<file path="src/rtl/can_fabric_pkg.sv">
// Shared types and constants for the CAN bus fabric: bus levels,
// fault-injection modes and injector FSM states.
package can_fabric_pkg;

  localparam logic CAN_DOMINANT  = 1'b0;
  localparam logic CAN_RECESSIVE = 1'b1;

  typedef enum logic [1:0] {
    INJ_NONE = 2'd0,
    INJ_DOM  = 2'd1,
    INJ_REC  = 2'd2,
    INJ_INV  = 2'd3
  } inj_mode_e;

  typedef enum logic [1:0] {
    ST_IDLE     = 2'd0,
    ST_WAIT_SOF = 2'd1,
    ST_OFFSET   = 2'd2,
    ST_ACTIVE   = 2'd3
  } inj_state_e;

  // Corrupted RX level for one node under the given injection mode.
  function automatic logic apply_inj(input inj_mode_e mode, input logic raw);
    case (mode)
      INJ_DOM: return CAN_DOMINANT;
      INJ_REC: return CAN_RECESSIVE;
      INJ_INV: return ~raw;
      default: return raw;
    endcase
  endfunction

endpackage

</file>
<file path="src/rtl/can_bus_idle_mon.sv">
// Bus idle detector and start-of-frame monitor. The bus is idle after
// IDLE_BITS*BIT_CYC consecutive recessive cycles; the first dominant
// cycle seen while idle is a start of frame.
module can_bus_idle_mon
  import can_fabric_pkg::*;
#(
  parameter int BIT_CYC   = 50,
  parameter int IDLE_BITS = 11
) (
  input  logic        clk,
  input  logic        rst,
  input  logic        bus_level,
  output logic        bus_idle,
  output logic        sof_pulse,
  output logic [15:0] sof_cnt
);

  localparam int unsigned THRESH = IDLE_BITS * BIT_CYC;
  localparam int CNT_W = $clog2(THRESH + 1);
  localparam logic [CNT_W-1:0] THRESH_C = CNT_W'(THRESH);

  logic [CNT_W-1:0] rec_cnt;
  logic             sof_hit;

  assign bus_idle = (rec_cnt == THRESH_C);
  assign sof_hit  = (bus_level == CAN_DOMINANT) && bus_idle;

  // Count consecutive recessive cycles, saturating at the idle threshold;
  // reset starts saturated so the bus is idle straight out of reset.
  always_ff @(posedge clk or posedge rst) begin
    if (rst) begin
      rec_cnt <= THRESH_C;
    end else if (bus_level == CAN_DOMINANT) begin
      rec_cnt <= '0;
    end else if (!bus_idle) begin
      rec_cnt <= rec_cnt + 1'b1;
    end
  end

  // Register the SOF pulse and count frames (wraps naturally at 16 bits).
  always_ff @(posedge clk or posedge rst) begin
    if (rst) begin
      sof_pulse <= 1'b0;
      sof_cnt   <= '0;
    end else begin
      sof_pulse <= sof_hit;
      if (sof_hit) sof_cnt <= sof_cnt + 16'd1;
    end
  end

endmodule

</file>
<file path="src/rtl/can_bus_fabric.sv">
// N-node wired-AND CAN bus with per-node RX delay, a triggered RX fault
// injector and an idle/SOF monitor.
module can_bus_fabric
  import can_fabric_pkg::*;
#(
  parameter int N_NODE    = 4,
  parameter int MAX_DELAY = 16,
  parameter int DELAY_W   = 4,
  parameter int BIT_CYC   = 50,
  parameter int IDLE_BITS = 11,
  parameter int LEN_W     = 16
) (
  input  logic                      clk,
  input  logic                      rst,
  input  logic [N_NODE-1:0]         node_tx,
  output logic [N_NODE-1:0]         node_rx,
  input  logic [N_NODE*DELAY_W-1:0] node_delay,
  input  logic [N_NODE-1:0]         inj_mask,
  input  logic [1:0]                inj_mode,
  input  logic                      inj_on_sof,
  input  logic [LEN_W-1:0]          inj_offset,
  input  logic [LEN_W-1:0]          inj_len,
  input  logic                      inj_start,
  output logic                      inj_busy,
  output logic                      inj_done,
  output logic                      bus_level,
  output logic                      bus_idle,
  output logic                      sof_pulse,
  output logic [15:0]               sof_cnt
);

  localparam int unsigned MAX_TAP = MAX_DELAY - 1;
  localparam int TAP_W = (MAX_DELAY > 1) ? $clog2(MAX_DELAY) : 1;

  // hist_q[0] is the registered bus level; hist_q[k] is the level k cycles older.
  logic [MAX_DELAY-1:0] hist_q;
  logic [N_NODE-1:0]    raw_rx;

  inj_state_e           state_q;
  logic [N_NODE-1:0]    mask_q;
  inj_mode_e            mode_q;
  logic [LEN_W-1:0]     offset_q;
  logic [LEN_W-1:0]     len_q;
  logic [LEN_W-1:0]     cnt_q;

  function automatic logic [TAP_W-1:0] clamp_tap(input logic [DELAY_W-1:0] d);
    if (32'(d) > MAX_TAP) return TAP_W'(MAX_TAP);
    else                  return TAP_W'(d);
  endfunction

  assign bus_level = hist_q[0];
  assign inj_busy  = (state_q != ST_IDLE);

  // Wired-AND bus core feeding the history line.
  // NOTE: the small history line is reset to recessive so node_rx is clean
  // out of reset; an unreset line would show X until it fills.
  always_ff @(posedge clk or posedge rst) begin
    if (rst) begin
      hist_q <= '1;
    end else begin
      // NOTE: non-blocking assignments make every stage read the old value,
      // giving a true shift; blocking here would collapse the line.
      hist_q[0] <= &node_tx;
      for (int k = 1; k < MAX_DELAY; k++) hist_q[k] <= hist_q[k-1];
    end
  end

  // Tap each node's RX from the history at its clamped delay.
  always_comb begin
    for (int i = 0; i < N_NODE; i++) begin
      raw_rx[i] = hist_q[clamp_tap(node_delay[i*DELAY_W +: DELAY_W])];
    end
  end

  // Apply the latched corruption to masked nodes only while ACTIVE.
  always_comb begin
    // NOTE: full default before the conditional overrides prevents a latch.
    node_rx = raw_rx;
    if (state_q == ST_ACTIVE) begin
      for (int i = 0; i < N_NODE; i++) begin
        if (mask_q[i]) node_rx[i] = apply_inj(mode_q, raw_rx[i]);
      end
    end
  end

  // Injector FSM: latch the request, optionally wait for SOF, count down
  // the offset, then hold ACTIVE for exactly len cycles.
  always_ff @(posedge clk or posedge rst) begin
    if (rst) begin
      state_q  <= ST_IDLE;
      mask_q   <= '0;
      mode_q   <= INJ_NONE;
      offset_q <= '0;
      len_q    <= '0;
      cnt_q    <= '0;
      inj_done <= 1'b0;
    end else begin
      inj_done <= 1'b0;
      case (state_q)
        ST_IDLE: begin
          if (inj_start) begin
            mask_q   <= inj_mask;
            mode_q   <= inj_mode_e'(inj_mode);
            offset_q <= inj_offset;
            len_q    <= inj_len;
            cnt_q    <= inj_offset;
            state_q  <= inj_on_sof ? ST_WAIT_SOF : ST_OFFSET;
          end
        end
        ST_WAIT_SOF: begin
          if (sof_pulse) begin
            cnt_q   <= offset_q;
            state_q <= ST_OFFSET;
          end
        end
        ST_OFFSET: begin
          if (cnt_q != '0) begin
            cnt_q <= cnt_q - 1'b1;
          end else if (len_q == '0) begin
            state_q  <= ST_IDLE;
            inj_done <= 1'b1;
          end else begin
            cnt_q   <= len_q - 1'b1;
            state_q <= ST_ACTIVE;
          end
        end
        default: begin
          if (cnt_q != '0) begin
            cnt_q <= cnt_q - 1'b1;
          end else begin
            state_q  <= ST_IDLE;
            inj_done <= 1'b1;
          end
        end
      endcase
    end
  end

  can_bus_idle_mon #(
    .BIT_CYC  (BIT_CYC),
    .IDLE_BITS(IDLE_BITS)
  ) u_idle_mon (
    .clk      (clk),
    .rst      (rst),
    .bus_level(bus_level),
    .bus_idle (bus_idle),
    .sof_pulse(sof_pulse),
    .sof_cnt  (sof_cnt)
  );

endmodule
</file>
<file path="config.mk">
export PLATFORM = sky130hd
export DESIGN_NAME = can_bus_fabric
export DESIGN_NICKNAME = d
export VERILOG_FILES = /design/src/rtl/can_fabric_pkg.sv /design/src/rtl/can_bus_idle_mon.sv /design/src/rtl/can_bus_fabric.sv
export SDC_FILE = /design/constraint.sdc
export NUM_CORES = 1
export LEC_CHECK = 0
export BUFFER_PORTS_ARGS = -buffer_cell sky130_fd_sc_hd__buf_2
export CAP_MARGIN = 30
export CORE_MARGIN = 2
export CORE_UTILIZATION = 50
export CTS_BUF_LIST = sky130_fd_sc_hd__clkbuf_4 sky130_fd_sc_hd__clkbuf_8
export DETAILED_ROUTE_END_ITERATION = 10
export PLACE_DENSITY_LB_ADDON = 0.2
export RECOVER_POWER = 50
export SLEW_MARGIN = 30
export SYNTH_ARGS = -nofsm -noshare
export SYNTH_HDL_FRONTEND = slang
export SYNTH_SLANG_ARGS = --single-unit
</file>
<file path="constraint.sdc">
create_clock -name clk -period 4.4 [get_ports clk]
set_clock_uncertainty 0.2 [all_clocks]
set_input_delay 1.32 -clock clk [delete_from_list [all_inputs] [get_ports clk]]
set_output_delay 1.32 -clock clk [all_outputs]
set_load 0.1 [all_outputs]
</file>
==> metrics.log, run 1 <==
INFO  metric drive_above_1_share = 0.336
INFO  metric cts_root_buffer = sky130_fd_sc_hd__clkbuf_8
INFO  metric synthCells = just over 500
INFO  metric holdCritPathClass = reg -> reg
INFO  metric total_leakage_power = 2.79 nW
INFO  metric synth_fp_nets = 572
INFO  metric timing.slew.headroom = 0.369
INFO  metric clk_path_buf_depth = 2
INFO  metric synth_compound_gate_area_share = 0.115
INFO  metric synthArstFlopShare = 1.00
INFO  metric buffers_plus_inverters_on_the_worst_setup_path = 2
INFO  metric finalWeightedCongestion = approximately 0.84
INFO  metric synth-xor-area-share = 0.0618
INFO  metric critical_path.startpoint_type = input port
INFO  metric hpwl = 9.42 mm
INFO  metric initial_antenna_violation_count = 1
INFO  metric finish.net_count = between 600 and 700
INFO  metric critical-path-slowest-cell = sky130_fd_sc_hd__mux4_2
INFO  metric clkPwrFrac = 0.255
INFO  metric drtAntennaViolNets = 0
INFO  metric worst_margin_pin_slew = roughly 0.94 ns
INFO  metric power.density_cell_area = 404 nW/um2
INFO  metric violations = negative setup slack
INFO  metric setup_ws = -0.0135 ns
INFO  metric pwr-share-comb = 0.275
INFO  metric synth-simple-area-share = 0.160
INFO  metric crit_path_required_time = 2.88 ns
INFO  metric placement.io_buffers = 86
INFO  metric synth_area_leaders = sky130_fd_sc_hd__dfrtp_1, sky130_fd_sc_hd__dfstp_2, sky130_fd_sc_hd__mux4_2, sky130_fd_sc_hd__mux2_2, sky130_fd_sc_hd__xnor2_1
INFO  metric num_vias = roughly 4,300
INFO  metric placed_cells = 714
INFO  metric drt_drc_violations_left = 0
INFO  metric cts_tree = done
INFO  metric die_w = between 100 and 150 um
INFO  metric worstHoldPathCells = 0
INFO  metric die_area = approximately 12,000 um2
INFO  metric hold_slack = about 0.2 ns
INFO  metric layout.core_utilization = 0.607
INFO  metric ctsHtreeMaxLevel = 3
INFO  metric run_status = finished with violations
INFO  metric ff2ff_path_depth = 8
INFO  metric cp.depth = 5
INFO  metric report.final.hold_viol_count = 0
INFO  metric rsz_0062_raised_after_global_routing = yes
INFO  metric max_cap_violations = 0
INFO  metric synth-adder-area-share = 0.0113
INFO  metric p_sw = 0.000909 W
INFO  metric synth_top_cell_area_share = 0.362
INFO  metric gr-total-overflow = 0
INFO  metric largest_net_degree_at_the_start_of_global_routing = 60
INFO  metric globalRouteTotalUtil = 0.237
INFO  metric post_synth.cell_area_avg = 10.9 um2
INFO  metric ys_warn_count = 0
INFO  metric floorplan.initialDensity = 0.512
INFO  metric cts_inserted_buffers = 9
INFO  metric cts.clk_slew.worst_paths = 0.10 ns
INFO  metric grt_pass1_vias = 4,418
INFO  metric routed_length_per_instance = 18.0 um
INFO  metric floorplan.io_pins = 87
INFO  metric synth_enable_flop_cells = 0
INFO  metric cp_top_family = multiplexers
INFO  metric worstSkewPairLatency = 0.38 ns
INFO  metric postSynthRegisterBits = 100
INFO  metric yosys-mux-area-fraction = 0.168
INFO  metric critPathCaptureType = output pin
INFO  metric fin_cells = 731
INFO  metric worst_path_class_setup = in -> out
INFO  metric highest_clock_rate = 227 MHz
INFO  metric critical_path_peak_fanout = 4
INFO  metric drt-total-wl = 13.2 mm
INFO  metric floorplan.core_area = around 11,000 um2
INFO  metric crit_path_max_incr_delay = 0.54 ns
INFO  metric synth_largest_area_cell = sky130_fd_sc_hd__dfrtp_1
INFO  metric min_period = 4.41 ns
INFO  metric seq_area_frac_synth = 0.458
INFO  metric crit_arrival = 2.89 ns
INFO  metric power_report.internal_total = between 0.0015 and 0.002 W
INFO  metric post_drt_via_cell_ratio = 5.85
INFO  metric power.share.sequential = 0.470
INFO  metric crit_path_cell_trace = buf_12 > mux4_2 > mux4_2 > a41oi_4 > buf_12
INFO  metric wire_length_of_the_first_global_routing_pass = 21.6 mm
INFO  metric power.share.switching = 0.343
INFO  metric min_period_over_period = 1.00
INFO  metric ys_dominant_reg_cell = sky130_fd_sc_hd__dfrtp_1
INFO  metric dominant_combinational_cell_family_by_area_after_synthesis = multiplexers
INFO  metric vdd_drop_max = 0.191 mV
INFO  metric mappedNetlistArea = 5520 um2
INFO  metric placement_rows = 38
INFO  metric area_growth = 18.7%
INFO  metric clock_sinks = 100
INFO  metric floorplan.die.height = 109 um
INFO  metric detail_route.first_pass.iterations = 5
INFO  metric synth_cell_type_count = roughly 60
INFO  metric drt_iter0_markers = 163
INFO  metric setup_viol = 1
INFO  metric final-max-slew-violation-count = 0
## metal layers
layer | vias up | wire (um) | track usage | share of wire
li1 | 2018 | - | - | -
met1 | 2102 | 5620 | 0.305 | 0.43
met2 | 132 | 6460 | 0.385 | 0.49
met3 | 28 | 758 | 0.0496 | 0.058
met4 | 0 | 340 | 0.108 | 0.026
met5 | - | 0 | 0 | 0
## flip-flops by register name, indices dropped and copies added, names as in the netlist
register	flops
inj_done	1
len_q	16
mode_q	2
u_idle_mon.sof_cnt	16
hist_q	16
u_idle_mon.sof_pulse	1
offset_q	16
state_q	2
cnt_q	16
u_idle_mon.rec_cnt	10
mask_q	4
## logic make-up (layout without fill, tap and decap cells)
family          Yosys count  in the layout
fa+ha+maj                 5              5
flops                   100            100
buf+inv                  34            119
mux                      63             63
xor+xnor                 39             39
other cells               0              1
simple gates            168            168
compound gates           96             96
## cell type report
type                            count  area [um2]
Sequential cell                   100        2530
Antenna cell                        1        2.50
Tap cell                          140         175
Clock buffer                       11         139
Inverter                           11        43.8
Multi-Input combinational cell    371        2980
Timing Repair Buffer               92         608
Clock inverter                      5        83.8
Fill cell                         866        4240
## cells in the final DEF (no fill, tap or decap), drive strengths merged, types with 6 or more instances in the layout
| cell | netlist | final |
|---|---|---|
| clkbuf | 16 | 11 |
| inv | 11 | 14 |
| mux2i | 6 | 6 |
| a21oi | 19 | 19 |
| xor2 | 13 | 13 |
| or3 | 9 | 9 |
| buf | 7 | 92 |
| mux4 | 20 | 20 |
| a211oi | 7 | 7 |
| nand2 | 42 | 42 |
| nor2 | 35 | 35 |
| xnor2 | 26 | 26 |
| mux2 | 37 | 37 |
| and2 | 7 | 7 |
| and3 | 8 | 8 |
| nor3 | 12 | 12 |
| nor4 | 6 | 6 |
| nand3 | 24 | 24 |
| o21ai | 25 | 25 |
| a31oi | 7 | 7 |
| dfstp | 20 | 20 |
| dfrtp | 80 | 80 |
| nand4 | 6 | 6 |
## what timing repair did
action                     CTS  global route
setup endpoints to repair    4             4
gates resized for setup     15             8
hold buffers                 0             0
setup buffers                0             0
## worst reg2reg max path, cell delays in order, from the launching register on
cell and delay, ns:
sky130_fd_sc_hd__dfrtp_1 0.40, sky130_fd_sc_hd__inv_1 0.11, sky130_fd_sc_hd__ha_1 0.27, sky130_fd_sc_hd__nor3b_4 0.34, sky130_fd_sc_hd__nand4_4 0.22, sky130_fd_sc_hd__nor3_2 0.80
sky130_fd_sc_hd__nand3_1 0.28, sky130_fd_sc_hd__a31oi_1 0.23, sky130_fd_sc_hd__o21ai_0 0.09
## power by group through the flow
stage               Clock, W  Combinational, W  Sequential (W)
detailed placement         0          0.000718         0.00125
floorplan                  0          0.000596         0.00118
global placement           0          0.000693         0.00125
global route        0.000723          0.000817         0.00127
CTS                 0.000691          0.000725         0.00124
finish              0.000675          0.000729         0.00124
## metrics by stage
step,setup TNS [ns],power (W),area (um2),setup WS [ns]
floorplan,-0.210,0.00178,5600,-0.0636
global placement,-0.474,0.00194,6230,-0.123
detailed placement,-0.604,0.00197,6230,-0.168
CTS,-0.0225,0.00265,6510,-0.0162
global route,-0.0658,0.00281,6550,-0.0244
finish,-0.0135,0.00265,6560,-0.0135
## synthesized netlist by cell type, types with 11 or more instances
library cell and n:
sky130_fd_sc_hd__clkbuf_1 16, sky130_fd_sc_hd__dfstp_2 20, sky130_fd_sc_hd__mux2_2 37, sky130_fd_sc_hd__xor2_1 13, sky130_fd_sc_hd__a21oi_1 19, sky130_fd_sc_hd__o21ai_0 24
sky130_fd_sc_hd__nand2_1 42, sky130_fd_sc_hd__xnor2_1 26, sky130_fd_sc_hd__inv_1 11, sky130_fd_sc_hd__nor2_1 35, sky130_fd_sc_hd__dfrtp_1 80, sky130_fd_sc_hd__mux4_2 20
sky130_fd_sc_hd__nor3_1 12, sky130_fd_sc_hd__nand3_1 24
## final timing paths
path                                 startpoint                           endpoint  slack (ns)
setup / recovery                  node_delay[8]                         node_rx[2]       -0.01
hold / removal             hist_q[11]$_DFF_PP1_               hist_q[12]$_DFF_PP1_        0.20
setup reg to reg           cnt_q[0]$_DFFE_PP0P_               cnt_q[7]$_DFFE_PP0P_        1.34
hold reg to reg            hist_q[11]$_DFF_PP1_               hist_q[12]$_DFF_PP1_        0.20
max in group asynchronous                   rst                hist_q[1]$_DFF_PP1_        2.48
min in group asynchronous                   rst  u_idle_mon.rec_cnt[6]$_DFFE_PP0P_        0.79
(Power assumes the default switching activity.)
==> inputs of run 2 (changes only) <==
Settings changed: ABC_AREA from default to 1.
==> run 2 against run 1 <==
  * The run ends with max-capacitance violations, max-slew violations left
  * First-iteration DRC count is 120% higher
  * Non-clock buffer count stayed put
  * Clock power is 15% lower
  * Clock-buffer cell count is 1 lower
  * Sequential power is 25% lower
  * Final cell count is 45% higher
  * Via count is 34% higher
  * Cell area is 5.0% higher
  * Core utilization is 3.2 points lower
  * Synthesized cell count is 66% higher
  * Largest power group unchanged
  * Highest routed layer unchanged
==> metrics.log, run 2 <==
INFO  metric run_status = finished with violations
INFO  metric violations = max-capacitance violations, max-slew violations
INFO  metric routed_length_per_instance = 14.4 um (-20%)
INFO  metric grt_pass1_vias = 5,176 (+17%)
INFO  metric p_sw = 0.000456 W (-50%)
INFO  metric crit_arrival = 2.44 ns (-0.45 ns)
INFO  metric cts_tree = done
INFO  metric finish.net_count = 976 (+50%)
INFO  metric critical_path_peak_fanout = 16 (+12)
INFO  metric clkPwrFrac = 0.346 (+0.091)
INFO  metric min_period = 3.96 ns (-0.456 ns)
INFO  metric yosys.cell_count.top_type = sky130_fd_sc_hd__nand2_1
INFO  metric post_drt_via_cell_ratio = 5.40 (-7.8%)
INFO  metric synth_area_leaders = sky130_fd_sc_hd__dfrtp_1, sky130_fd_sc_hd__nand2_1, sky130_fd_sc_hd__dfstp_2, sky130_fd_sc_hd__nand3_1, sky130_fd_sc_hd__nor2_1
INFO  metric preCtsSetupSlack = 0.469 ns (+0.637 ns)
INFO  metric power.density_cell_area = 241 nW/um2 (-40%)
INFO  metric clock_sinks = 100 (unchanged)
INFO  metric layout_common_cells = sky130_fd_sc_hd__nand2_1, sky130_fd_sc_hd__nor2_1, sky130_fd_sc_hd__buf_2, sky130_fd_sc_hd__inv_1, sky130_fd_sc_hd__dfrtp_1
INFO  metric ys_warn_count = 0 (unchanged)
INFO  metric area_growth = 12.6%
INFO  metric final-max-slew-violation-count = 62 (+62)
INFO  metric mappedNetlistArea = 6110 um2 (+11%)
INFO  metric worst_path_class_setup = in -> out
INFO  metric synth_largest_area_cell = sky130_fd_sc_hd__dfrtp_1
INFO  metric ctsHtreeMaxLevel = 3 (unchanged)
INFO  metric floorplan.core_area = 12,000 um2 (+11%)
INFO  metric synth_enable_flop_cells = 0 (unchanged)
INFO  metric initial_antenna_violation_count = 0 (-1)
INFO  metric drive_above_1_share = 0.166 (-0.169)
INFO  metric critical-path-slowest-cell = sky130_fd_sc_hd__buf_2
INFO  metric layout.core_utilization = 0.576 (-0.0318)
INFO  metric placement_rows = 40 (+5.3%)
INFO  metric floorplan.initialDensity = 0.511 (-0.000841)
INFO  metric synth_fp_nets = 904 (+58%)
INFO  metric synthCells = 837 (+66%)
INFO  metric cts_resized = 0 (-15)
INFO  metric crit_path_max_incr_delay = 0.23 ns (-0.31 ns)
INFO  metric buffers_plus_inverters_on_the_worst_setup_path = 2 (unchanged)
INFO  metric timing.slew.headroom = -0.537 (-0.906)
INFO  metric globalRouteTotalUtil = 0.243 (+0.00585)
INFO  metric hpwl = 11.2 mm (+19%)
INFO  metric worst_margin_pin_slew = 2.30 ns (+1.36 ns)
INFO  metric power.share.switching = 0.274 (-0.0688)
INFO  metric cts.clk_slew.worst_paths = 0.10 ns (about the same)
INFO  metric die_w = 115 um (+5.0%)
INFO  metric max_cap_violations = 1 (+1)
INFO  metric cts_hold_buf = 0 (unchanged)
INFO  metric cp_top_family = buffers and inverters
INFO  metric pwr-share-comb = 0.093 (-0.182)
INFO  metric placement.io_buffers = 86 (unchanged)
INFO  metric cts_post_setup_buffers_inserted = 0 (unchanged)
INFO  metric min_period_over_period = 0.900 (-0.104)
INFO  metric num_vias = 5,725 (+34%)
INFO  metric setup_ws = 0.442 ns (+0.456 ns)
INFO  metric antenna-diode-count = 0 (-1)
INFO  metric rsz_0062_raised_after_global_routing = no
INFO  metric synth_top_cell_area_share = 0.328 (-0.0349)
INFO  metric crit_path_required_time = 2.88 ns (about the same)
INFO  metric floorplan.die.height = 115 um (+5.0%)
INFO  metric post_synth_most_frequent_cells = sky130_fd_sc_hd__nand2_1, sky130_fd_sc_hd__nor2_1, sky130_fd_sc_hd__inv_1
INFO  metric post_synth.cell_area_avg = 7.30 um2 (-33%)
INFO  metric total_leakage_power = 3.36 nW (+21%)
INFO  metric finalWeightedCongestion = 0.941 (+12%)
INFO  metric largest_net_degree_at_the_start_of_global_routing = 63 (+5.0%)
INFO  metric clk_path_buf_depth = 2 (unchanged)
INFO  metric critPathCaptureType = output pin
INFO  metric wire_length_of_the_first_global_routing_pass = 25.3 mm (+17%)
INFO  metric report.final.hold_viol_count = 0 (unchanged)
INFO  metric gr-total-overflow = 0 (unchanged)
INFO  metric critical_path.startpoint_type = input port
INFO  metric path_common_cell = sky130_fd_sc_hd__nand2_1
INFO  metric seq_area_frac_synth = 0.414 (-0.0440)
INFO  metric highest_clock_rate = 253 MHz (+12%)
INFO  metric drt_iter0_markers = 351 (+120%)
INFO  metric synth_cell_type_count = 37 (-39%)
INFO  metric drt-total-wl = 15.3 mm (+16%)
INFO  metric holdCritPathClass = reg -> reg
INFO  metric worstSkewPairLatency = 0.38 ns (about the same)
INFO  metric power.share.sequential = 0.561 (+0.091)
INFO  metric setup_viol = 0 (-1)
INFO  metric postSynthRegisterBits = 100 (unchanged)
INFO  metric vdd_drop_max = 0.164 mV (-14%)
INFO  metric final_common_cell = sky130_fd_sc_hd__nand2_1
INFO  metric cts_inserted_buffers = 9 (unchanged)
INFO  metric floorplan.io_pins = 87 (unchanged)
INFO  metric drt_drc_violations_left = 0 (unchanged)
INFO  metric drtAntennaViolNets = 0 (unchanged)
INFO  metric tns = 0 ns (+0.0135 ns)
INFO  metric die_area = 13,100 um2 (+10%)
INFO  metric detail_route.first_pass.iterations = 5 (unchanged)
INFO  metric postPlaceCellArea = 6700 um2 (+7.5%)
INFO  metric crit_path_cell_trace = buf_2 > a21oi_1 > o21ai_0 > nand2_1 > o211ai_1 > nand2_1 > nand2_1 > nand2_1 > buf_12
INFO  metric power_report.internal_total = 0.00120 W (-31%)
INFO  metric stdcell_area = 6880 um2 (+5.0%)
INFO  metric cts_root_buffer = sky130_fd_sc_hd__clkbuf_8
INFO  metric ys_dominant_reg_cell = sky130_fd_sc_hd__dfrtp_1
INFO  metric overall_power_consumption = 0.00166 W (-37%)
INFO  metric synthArstFlopShare = 1.00 (unchanged)
## run 2: power groups by stage
stage | registers, W | logic (W) | clock network [W]
after floorplan | 0.000948 | 0.0000905 | 0
after global placement | 0.000949 | 0.000154 | 0
after detailed placement | 0.000949 | 0.000156 | 0
after CTS | 0.000931 | 0.000157 | 0.000592
after global routing | 0.000931 | 0.000170 | 0.000623
final | 0.000930 | 0.000155 | 0.000574
## run 2: worst paths after layout
path / from / to / depth (start not counted) / slack [ns]
max: node_delay[12] / node_rx[3] / 9 / 0.44
min: hist_q[3]$_DFF_PP1_ / hist_q[4]$_DFF_PP1_ / 0 / 0.18
max reg2reg: state_q[1]$_DFFE_PP0P_ / len_q[4]$_DFFE_PP0P_ / 5 / 1.68
min reg2reg: hist_q[3]$_DFF_PP1_ / hist_q[4]$_DFF_PP1_ / 0 / 0.18
min in group asynchronous: rst / u_idle_mon.rec_cnt[0]$_DFFE_PP0P_ / 2 / 1.51
max in group asynchronous: rst / cnt_q[15]$_DFFE_PP0P_ / 2 / 1.16
## run 2: kinds of logic after synthesis
kind of cell               synth area share
AOI/OAI and AO/OA                     0.127
xor gates and xnor gates             0.0358
adders and majority gates            0.0102
buffers and inverters                0.0759
DFF                                   0.414
muxes                                0.0258
and+or+nand+nor                       0.312
## run 2: layout make-up
| class | instances | area [um2] |
|---|---|---|
| Sequential cell | 100 | 2530 |
| Timing Repair Buffer | 92 | 548 |
| Tap cell | 147 | 184 |
| Inverter | 84 | 315 |
| Multi-Input combinational cell | 622 | 3120 |
| Clock inverter | 6 | 57.6 |
| Fill cell | 1169 | 5080 |
| Clock buffer | 10 | 131 |
## run 2: routing by layer
layer,global-route usage,up-vias,routed length [um]
met4,0.0642,0,245
li1,-,2895,-
met2,0.396,153,7180
met5,0,-,0
met1,0.335,2655,7040
met3,0.0424,22,811
## run 2: per-stage QoR
stage	cells	hold WS (ns)
after floorplan	837	0.154
after global placement	1045	0.155
after detailed placement	1045	0.156
after CTS	1061	0.173
after global routing	1061	0.181
final	1061	0.176
==> inputs of run 3 (changes only) <==
Clock period 4.4 ns to 4.38 ns, I/O delays scaled along.
==> run 3 against run 2 <==
  * The flow still finishes with violations (max-capacitance violations, max-slew violations)
  * Sequential power up 0.4%
  * Cell area up 0.18%
  * Clock power up 11%
  * Combinational power about the same
  * Wire length up 1.4%
  * Total power up 4.1%
  * Global-route usage up 0.69 points
  * Setup slack better by 0.0032 ns
  * Clock-buffer cell count up 1
  * Die area unchanged
  * Critical path type unchanged
==> metrics.log, run 3 (synthesis gave the netlist of run 2 again) <==
INFO  metric setup_ws = 0.445 ns (+0.00321 ns)
INFO  metric largest_net_degree_at_the_start_of_global_routing = 72 (+14%)
INFO  metric overall_power_consumption = 0.00173 W (+4.1%)
INFO  metric placement_rows = 40 (unchanged)
INFO  metric die_area = 13,100 um2 (unchanged)
INFO  metric buffers_plus_inverters_on_the_worst_setup_path = 2 (unchanged)
INFO  metric drt-total-wl = 15.5 mm (+1.4%)
INFO  metric gr-total-overflow = 0 (unchanged)
INFO  metric tns = 0 ns (unchanged)
INFO  metric critPathCaptureType = output pin
INFO  metric path_common_cell = sky130_fd_sc_hd__nand2_1
INFO  metric min_period_over_period = 0.898
INFO  metric cts_inserted_buffers = 9 (unchanged)
INFO  metric preCtsSetupSlack = 0.449 ns (-0.0194 ns)
INFO  metric timing.reg2reg.setup_slack = 1.87 ns (+0.19 ns)
INFO  metric cts_tree = done
INFO  metric cp_top_family = buffers and inverters
INFO  metric critical_path.startpoint_type = input port
INFO  metric detail_route.first_pass.iterations = 5 (unchanged)
INFO  metric ff2ff_path_depth = 11 (+6)
INFO  metric clk_path_buf_depth = 2 (unchanged)
INFO  metric drtAntennaViolNets = 0 (unchanged)
INFO  metric die_w = 115 um (unchanged)
INFO  metric critical-path-slowest-cell = sky130_fd_sc_hd__buf_2
INFO  metric violations = max-capacitance violations, max-slew violations
INFO  metric floorplan.core_area = 12,000 um2 (unchanged)
INFO  metric layout_common_cells = sky130_fd_sc_hd__nand2_1, sky130_fd_sc_hd__nor2_1, sky130_fd_sc_hd__buf_2, sky130_fd_sc_hd__inv_1, sky130_fd_sc_hd__dfrtp_1
INFO  metric critical_path.reg2reg.endpoint = cnt_q[13]$_DFFE_PP0P_
INFO  metric drt_iter0_markers = 308 (-12%)
INFO  metric floorplan.io_pins = 87 (unchanged)
INFO  metric final-max-slew-violation-count = 72 (+16%)
INFO  metric worstHoldEndpoint = hist_q[10]$_DFF_PP1_
INFO  metric worst_path_class_setup = in -> out
INFO  metric wire_length_of_the_first_global_routing_pass = 25.8 mm (+1.8%)
INFO  metric vdd_drop_max = 0.229 mV (+40%)
INFO  metric power.density_cell_area = 251 nW/um2 (+3.9%)
INFO  metric crit_path_cell_trace = buf_2 > a21oi_1 > o21ai_0 > nand2_1 > o211ai_1 > nand3_1 > nand2_1 > buf_12
INFO  metric antenna-diode-count = 0 (unchanged)
INFO  metric highest_clock_rate = 254 MHz
INFO  metric placement.io_buffers = 86 (unchanged)
INFO  metric ctsHtreeMaxLevel = 3 (unchanged)
INFO  metric num_vias = 5,717 (-0.14%)
INFO  metric floorplan.die.height = 115 um (unchanged)
INFO  metric cts_resized = 0 (unchanged)
INFO  metric cts_root_buffer = sky130_fd_sc_hd__clkbuf_8
INFO  metric drt_drc_violations_left = 0 (unchanged)
INFO  metric setup_viol = 0 (unchanged)
INFO  metric worstSkewPairLatency = 0.39 ns (about the same)
INFO  metric cts_hold_buf = 0 (unchanged)
INFO  metric max_cap_violations = 1 (unchanged)
INFO  metric routed_length_per_instance = 14.6 um (+1.4%)
INFO  metric timing.slew.headroom = -0.801 (-0.264)
INFO  metric worst_margin_pin_slew = 2.70 ns (+0.395 ns)
INFO  metric post_drt_via_cell_ratio = 5.39 (-0.14%)
INFO  metric globalRouteTotalUtil = 0.250 (+0.00690)
INFO  metric crit_path_max_incr_delay = 0.22 ns (about the same)
INFO  metric rsz_0062_raised_after_global_routing = no
INFO  metric finalWeightedCongestion = 0.902 (-4.1%)
INFO  metric crit_arrival = 2.42 ns (-0.02 ns)
INFO  metric cts.clk_slew.worst_paths = 0.10 ns (about the same)
INFO  metric critical_path.reg2reg.startpoint = cnt_q[0]$_DFFE_PP0P_
INFO  metric worstHoldPathCells = 0 (unchanged)
INFO  metric floorplan.initialDensity = 0.511 (unchanged)
INFO  metric run_status = finished with violations
INFO  metric cts_post_setup_buffers_inserted = 0 (unchanged)
INFO  metric drive_above_1_share = 0.162 (-0.00438)
INFO  metric critical_path_peak_fanout = 16 (unchanged)
INFO  metric min_period = just under 4 ns
INFO  metric grt_pass1_vias = 5,246 (+1.4%)
INFO  metric cp.depth = 8 (-1)
INFO  metric final_common_cell = sky130_fd_sc_hd__nand2_1
INFO  metric min_from = hist_q[9]$_DFF_PP1_
INFO  metric report.final.hold_viol_count = 0 (unchanged)
INFO  metric holdCritPathClass = reg -> reg
INFO  metric finish.net_count = 976 (unchanged)
INFO  metric clock_sinks = 100 (unchanged)
INFO  metric hpwl = 11.3 mm (+0.55%)
INFO  metric total_leakage_power = 3.37 nW (+0.38%)
INFO  metric crit_path_required_time = 2.87 ns (about the same)
INFO  metric area_growth = 12.8%
INFO  metric initial_antenna_violation_count = 0 (unchanged)
==> run 3: layer usage <==
layer	global-route usage	vias to the layer above	share of wire
li1	-	2886	-
met1	0.339	2676	0.46
met2	0.408	136	0.48
met3	0.0524	19	0.047
met4	0.0659	0	0.017
met5	0	-	0
==> run 3: worst reg2reg max path: cells and delay by family (launching register included) <==
| family | cells | cell delay (ns) |
|---|---|---|
| and+or+nand+nor | 8 | 1.18 |
| DFF | 1 | 0.42 |
| buffers and inverters | 2 | 0.39 |
| adders and majority gates | 1 | 0.21 |
==> run 3: layout make-up <==
type                            instances  area, um2
Clock buffer                           11        145
Sequential cell                       100       2530
Multi-Input combinational cell        622       3130
Fill cell                            1163       5060
Inverter                               84        315
Timing Repair Buffer                   92        533
Clock inverter                          5       66.3
Tap cell                              147        184
==> run 3: how the worst max path moves through the flow <==
| stage | start | end |
|---|---|---|
| after floorplan | node_delay[4] | node_rx[1] |
| after global placement | node_delay[8] | node_rx[2] |
| after detailed placement | node_delay[8] | node_rx[2] |
| after CTS | node_delay[8] | node_rx[2] |
| after global routing | rst | cnt_q[11]$_DFFE_PP0P_ |
| final | node_delay[8] | node_rx[2] |
==> run 3: power breakdown <==
part           switching [W]  internal [W]
logic              0.0000995     0.0000547
clock network       0.000345      0.000294
registers         0.00000537      0.000929
total               0.000450       0.00128
==> run 3: per-stage QoR <==
step	cells	hold WS [ns]	util	instance area [um2]
floorplan	837	0.154	-	6110
global placement	1045	0.154	0.559	6690
detailed placement	1045	0.156	0.559	6690
CTS	1061	0.170	0.577	6900
global route	1061	0.181	0.577	6900
finish	1061	0.175	0.577	6900
